--- src/rtl/instr_loader.sv ---
// Boot-time instruction loader: packs a little-endian byte stream into 32-bit words,
// writes them to instruction memory from OFFSET upward and holds the core until done.
module instr_loader #(
    parameter int unsigned              ADDRESS_WIDTH = 32,
    parameter int unsigned              DATA_WIDTH    = 32,
    parameter int unsigned              SIZE          = 12,
    parameter logic [ADDRESS_WIDTH-1:0] OFFSET        = 32'hBFC00000
) (
    input  logic                     clk,
    input  logic                     rst_n,
    input  logic                     start,
    input  logic [7:0]               byte_in,
    input  logic                     byte_valid,
    input  logic                     byte_last,
    output logic                     byte_ready,
    output logic                     we,
    output logic [ADDRESS_WIDTH-1:0] waddr,
    output logic [DATA_WIDTH-1:0]    wdata,
    output logic                     cpu_hold,
    output logic                     done,
    output logic                     error,
    output logic [SIZE-2:0]          word_count
);

    localparam logic [SIZE-2:0] CAP_WORDS = (SIZE-1)'(2 ** (SIZE - 2));

    typedef enum logic [2:0] {
        ST_IDLE,
        ST_LOAD,
        ST_WRITE,
        ST_DONE,
        ST_ERROR
    } state_t;

    state_t                     r_state;
    state_t                     w_next_state;
    logic [1:0]                 r_byte_idx;
    logic [DATA_WIDTH-1:0]      r_asm;
    logic                       r_final;
    logic [SIZE-2:0]            r_word_count;
    logic [ADDRESS_WIDTH-1:0]   r_waddr;
    logic [DATA_WIDTH-1:0]      r_wdata;

    logic                       w_full;
    logic                       w_accept;
    logic                       w_word_end;
    logic                       w_restart;
    logic [DATA_WIDTH-1:0]      w_asm_next;
    logic [ADDRESS_WIDTH-1:0]   w_word_addr;

    assign w_full      = (r_word_count == CAP_WORDS);
    assign w_accept    = byte_valid && byte_ready;
    assign w_word_end  = w_accept && ((r_byte_idx == 2'd3) || byte_last);
    assign w_restart   = start && ((r_state == ST_IDLE) || (r_state == ST_DONE) ||
                                   (r_state == ST_ERROR));
    assign w_word_addr = OFFSET + ADDRESS_WIDTH'({r_word_count, 2'b00});

    always_comb begin
        w_asm_next = r_asm;
        w_asm_next[{r_byte_idx, 3'b000} +: 8] = byte_in;
    end

    always_ff @(posedge clk or negedge rst_n) begin
        if (!rst_n) begin
            r_state <= ST_IDLE;
        end else begin
            // NOTE: sequential state uses non-blocking assignment so every register
            // samples pre-edge values regardless of block ordering.
            r_state <= w_next_state;
        end
    end

    always_comb begin
        // NOTE: every output gets a default before the case so no path leaves a
        // variable unassigned, which would otherwise infer a latch.
        w_next_state = r_state;
        byte_ready   = 1'b0;
        we           = 1'b0;
        cpu_hold     = 1'b0;
        done         = 1'b0;
        error        = 1'b0;
        case (r_state)
            ST_IDLE: begin
                if (start) w_next_state = ST_LOAD;
            end
            ST_LOAD: begin
                cpu_hold   = 1'b1;
                byte_ready = !w_full;
                if (w_full) begin
                    if (byte_valid) w_next_state = ST_ERROR;
                end else if (w_word_end) begin
                    w_next_state = ST_WRITE;
                end
            end
            ST_WRITE: begin
                cpu_hold     = 1'b1;
                we           = 1'b1;
                w_next_state = r_final ? ST_DONE : ST_LOAD;
            end
            ST_DONE: begin
                done = 1'b1;
                if (start) w_next_state = ST_LOAD;
            end
            ST_ERROR: begin
                error    = 1'b1;
                cpu_hold = 1'b1;
                if (start) w_next_state = ST_LOAD;
            end
            default: w_next_state = ST_IDLE;
        endcase
    end

    // Address and data are captured with the completing byte so they are already
    // stable in the WRITE cycle and keep their value afterwards.
    always_ff @(posedge clk or negedge rst_n) begin
        if (!rst_n) begin
            r_byte_idx   <= '0;
            r_asm        <= '0;
            r_final      <= 1'b0;
            r_word_count <= '0;
            r_waddr      <= '0;
            r_wdata      <= '0;
        end else if (w_restart) begin
            r_byte_idx   <= '0;
            r_asm        <= '0;
            r_final      <= 1'b0;
            r_word_count <= '0;
        end else begin
            case (r_state)
                ST_LOAD: begin
                    if (w_accept) begin
                        r_byte_idx <= r_byte_idx + 2'd1;
                        r_asm      <= w_asm_next;
                        if (byte_last) r_final <= 1'b1;
                        if (w_word_end) begin
                            r_waddr <= w_word_addr;
                            r_wdata <= w_asm_next;
                        end
                    end
                end
                ST_WRITE: begin
                    r_word_count <= r_word_count + 1'b1;
                    r_byte_idx   <= '0;
                    r_asm        <= '0;
                end
                default: ;
            endcase
        end
    end

    assign waddr      = r_waddr;
    assign wdata      = r_wdata;
    assign word_count = r_word_count;

endmodule

--- config.mk ---
export PLATFORM = sky130hd
export DESIGN_NAME = instr_loader
export DESIGN_NICKNAME = d
export VERILOG_FILES = /design/src/rtl/instr_loader.sv
export SDC_FILE = /design/constraint.sdc
export NUM_CORES = 1
export LEC_CHECK = 0
export CORE_MARGIN = 4
export CORE_UTILIZATION = 51
export DETAILED_ROUTE_END_ITERATION = 10
export GPL_TIMING_DRIVEN = 0
export PLACE_DENSITY = 0.78
export REMOVE_ABC_BUFFERS = 1
export SLEW_MARGIN = 20
export SYNTH_ARGS = -nofsm -noshare
export SYNTH_HDL_FRONTEND = slang
export SYNTH_SLANG_ARGS = --single-unit
--- constraint.sdc ---
create_clock -name clk -period 3.25 [get_ports clk]
set_input_delay 0.8125 -clock clk [delete_from_list [all_inputs] [get_ports clk]]
set_output_delay 0.8125 -clock clk [all_outputs]
set_load 0.02 [all_outputs]
# Word level (Yosys, flattened, before mapping)
# Cells that the tools add are included.
dict set report word_totals {
  register_bits 113
  in_bits 13
  output_inout_bits 80
  elab_cells 67
}
dict set report op_classes {
  add_sub_neg 4
  eq_ne 10
  shift 2
  n_mux 24
  bitwise_logic 1
  reduce_logical 19
}
# op n
set ops {}
lappend ops {{two-way mux 32 bit} 2}
lappend ops {{one-hot mux 32 bit (2 select lines)} 1}
lappend ops {{adder 32 x 13 -> 32 bit (first input constant)} 1}
lappend ops {{bitwise mux 32 bit} 1}
lappend ops {{variable shift 8 x 7 -> 32 bit (first input constant)} 1}
lappend ops {{indexed part select 8 x 7 -> 32 bit} 1}
lappend ops {{two-way mux 11 bit} 2}
lappend ops {{two-way mux 3 bit} 4}
lappend ops {{adder 11 x 1 -> 11 bit (second input constant)} 1}
lappend ops {{equality test 11 bit (second input constant)} 1}
lappend ops {{two-way mux 1 bit} 9}
lappend ops {{inequality test 3 bit (second input constant)} 3}
lappend ops {{one-hot mux 3 bit (3 select lines)} 1}
lappend ops {{nonzero test 2 bit} 4}
lappend ops {{negation 5 -> 7 bit} 1}
lappend ops {{equality test 3 x 2 -> 1 bit (second input constant)} 2}
lappend ops {{two-way mux 2 bit} 3}
lappend ops {{AND reduction 3 bit} 2}
lappend ops {{OR reduction 3 bit} 2}
lappend ops {{one-hot mux 2 bit (2 select lines)} 1}
lappend ops {{AND reduction 4 bit} 1}
lappend ops {{equality test 3 x 1 -> 1 bit (second input constant)} 1}
lappend ops {{equality test 3 bit (second input constant)} 1}
lappend ops {{logical AND 1 bit} 3}
lappend ops {{other kinds (9)} 11}

# Depth between registers and ports, before layout
dict set report logic_depth {
  word_depth 8
  ltp_mapped 9
  ltp_nobuf 6
}

# Least setup slack after synthesis
# Ideal clock, no wire load.
dict set report synth_timing {
  path_type {flip-flop to output port}
  start {register r_state[1]}
  end {output we}
  t_arrival_ps 1633
  required_ps 2438
  path_slack_ps 804
  stages_incl_launch_ff 3
  path_buffers 1
  cell_sequence {dfrtp_1 > clkbuf_1 > nor3b_1}
}
dict set report synth_between {
  elab_chain_len 2
}
# item line_no
set synth_rtl {}
lappend synth_rtl {{from (decl)} 35} ;# state_t r_state;
lappend synth_rtl {{from (signal assigned)} 69} ;# r_state <= w_next_state;
lappend synth_rtl {{equality test 3 x 2 -> 1 bit} 82} ;# case (r_state)
lappend synth_rtl {{two-way mux 1 bit} 82}
lappend synth_rtl {{to (decl)} 16} ;# output logic we,
# Every way passes these cells.

# Final worst setup path
# Ends and elaborated chain as after synthesis.

==> results.json <==
{
  "period_share_pct": 95.3,
  "start_util_pct": 53.0,
  "grt_pass1_vias": 3381,
  "hp-class": "primary input to async pin",
  "h-tree-depth": 3,
  "fin_skew_ns": 0.0110,
  "dp.cells": 546,
  "final_nets": 472,
  "arrival_ns": 2.29,
  "diodes": 0,
  "num_vias": 3327,
  "status": "finished, final reports clean",
  "ctsHoldBuffers": 0,
  "powerDensity_nw_per_um2": 673,
  "yosysUniqueCellTypes": 49,
  "cpMaxStageDelayCell": "clkdlybuf4s50_1",
  "finalPower_mw": 3.63,
  "ir_drop_v": 0.000387,
  "worst-path-buf-inv": 1,
  "netlist_instances": 397,
  "rsz0062_at_grt": "no",
  "fin_util_pct": 65.1,
  "n_fill_cell": 687,
  "wire_per_inst_um": 18.2,
  "synthArstFlopShare_pct": 100,
  "place_ws_ns": 0.169,
  "track_usage_pct": 21.1,
  "setup_viol_count_final": 0,
  "antenna_found_initial": 0,
  "cp-end-kind": "primary output",
  "seq_area_frac_synth_pct": 52.9,
  "overflow": 0,
  "placed_cell_area_sq_um": 5200,
  "tightest_slew_ns": 1.04,
  "worst_slack_ns": 0.152,
  "insertion_delay_ns": 0.36,
  "drv_cap": 0,
  "drv_slew": 0,
  "criticalPathCategory": "flop to primary output",
  "worstPathRequired_ns": 2.44,
  "cts_buffers": 9,
  "worstPathCellList": "nor3b_2, clkdlybuf4s50_1",
  "die_w_um": 101,
  "ys.flop_type": "dfrtp_1",
  "hold_viol_final": 0,
  "drc": 0,
  "final_layout_size_suffix_gt1_share_pct": 9.85,
  "fmax_mhz": 323,
  "rows": 33,
  "setup_tns_ns": 0,
  "routed_via_density": 5.92,
  "clockRootBuffer": "clkbuf_8",
  "dpl.hpwl_um": 6850,
  "cpPeakStageDelay_ns": 0.74,
  "cts_tree": "yes",
  "yosysWarnings": 0,
  "holdWs_ns": 0.302,
  "io_pins": 93,
  "critical-path-top-delay-family": "buffers and inverters",
  "ant_nets": 0,
  "dieArea_sq_um": 10200,
  "slew_headroom_pct": 30.5,
  "drt-total-wl_um": 10200,
  "dieHeight_um": 101,
  "synth_area_sq_um": 4400,
  "drt_iter0_drc": 180,
  "gp_congestion": 0.813,
  "clock-sinks": 93,
  "leakage_nw": 2.31,
  "coreArea_sq_um": 8300,
  "crit_fanout": 12,
  "start_kind": "flop",
  "stdcell_area_sq_um": 5400,
  "fin_crit_ns": 3.10,
  "grt_max_degree": 68,
  "cts.path.max_buffers": 2,
  "area_delta_synth_final_pct": 22.7,
  "grt_pass1_wl_um": 17100,
  "port_buffers": 80,
  "final_cells": 562,
  "ys_ff_latch": 93,
  "firstDrtPassIters": 5,
  "synth.avg_cell_area_sq_um": 11.1,
  "clkTransAtPathRegs_ns": 0.09,
  "synth_edf_count": 0
}
==> per-layer routing <==
metal | routed length (um) | track usage [%]
met2 | 4620 | 30.9
met1 | 4730 | 30.6
met5 | 0 | 0
met4 | 128 | 6.65
met3 | 766 | 6.02
==> layout by cell type (no fill, tap or decap), drive strengths merged, types with 2 or more instances in the layout <==
master	Yosys	routed
clkbuf	15	11
nand4	5	5
and3	3	3
clkdlybuf4s50	0	78
o31a	2	2
nand3	2	2
nor4b	2	2
ha	7	7
inv	7	8
o21ai	71	71
nor4	3	3
xor2	8	8
o31ai	5	5
nand2b	3	3
a22oi	32	32
xnor2	3	3
or4b	2	2
conb	1	12
nand2	4	4
dfrtp	93	93
a21oi	4	4
and2	5	5
nor2	19	19
o311ai	4	4
clkinv	4	6
nor3	2	2
a22o	32	32
mux2	10	10
buf	36	5
nor3b	2	2
==> final timing paths <==
kind / from / endpoint / slack (ns) / cells past startpoint
max in group asynchronous: rst_n / word_count[3] / 2.33 / 2
min: rst_n / wdata[2] / 0.30 / 1
max reg2reg: word_count[0] / waddr[4] / 0.66 / 7
min reg2reg: r_asm[31] / r_asm[31] / 0.51 / 1
max: r_state[1] / we / 0.15 / 2
min in group clk: r_asm[31] / r_asm[31] / 0.51 / 1
==> worst register-to-register path, cell delays in order (launching register included) <==
cell and delay, ns:
dfrtp_1 0.45, inv_1 0.10, ha_1 0.14, or4b_4 0.54
o31a_4 0.42, o21ai_4 0.27, buf_16 0.23, mux2_2 0.34
==> cell usage after synthesis (5+ instances only) <==
cell type  instances  share of area (%)
nand4_1            5               0.71
xor2_1             8                1.6
ha_1               7                2.0
dfrtp_1           93                 53
nor2_1            19                1.6
buf_1             11               0.94
o21ai_0           70                8.0
buf_4             20                3.4
a22oi_1           32                5.5
clkbuf_1          14                1.2
a22o_1            32                6.4
inv_1              7               0.60
mux2_2            10                2.6
==> cells by family (layout without fill, tap and decap cells) <==
group,count (synthesis),in the layout,synth area share [%]
DFF,93,93,52.9
xor gates and xnor gates,11,11,2.19
adders and majority gates,7,7,1.99
and+or+nand+nor,57,57,7.73
AOI/OAI and AO/OA,155,155,24.9
other,1,12,0.0852
buffers and inverters,62,111,7.45
muxes,11,11,2.79
==> flip-flops by register name, indices dropped and copies added (netlist names) <==
signal      flops
r_state         3
r_asm          32
r_final         1
wdata          32
r_byte_idx      2
word_count     11
waddr          12
==> area by class of cell <==
type	count	area [sq um]	area share, %
clock inverter	5	60.1	1.11
timing repair buffer	84	886	16.4
clock buffer	11	131	2.43
multi-input combinational	253	1820	33.8
inverter	11	41.3	0.764
tap	105	131	2.43
sequential	93	2330	43.1
==> where the power goes <==
| group | internal [mW] | leakage [nW] | total [mW] | switching [mW] |
|---|---|---|---|---|
| logic | 0.571 | 0.939 | 1.44 | 0.874 |
| clock network | 0.360 | 0.0939 | 0.768 | 0.409 |
| registers | 1.29 | 1.28 | 1.42 | 0.125 |
==> what timing repair did <==
item / 4_1_cts / 5_1_grt
buffers inserted: 0 / 0
endpoints found under the setup margin: 2 / 0
gates resized for setup: 4 / 0
No activity file was read; power rests on OpenSTA's default activity.
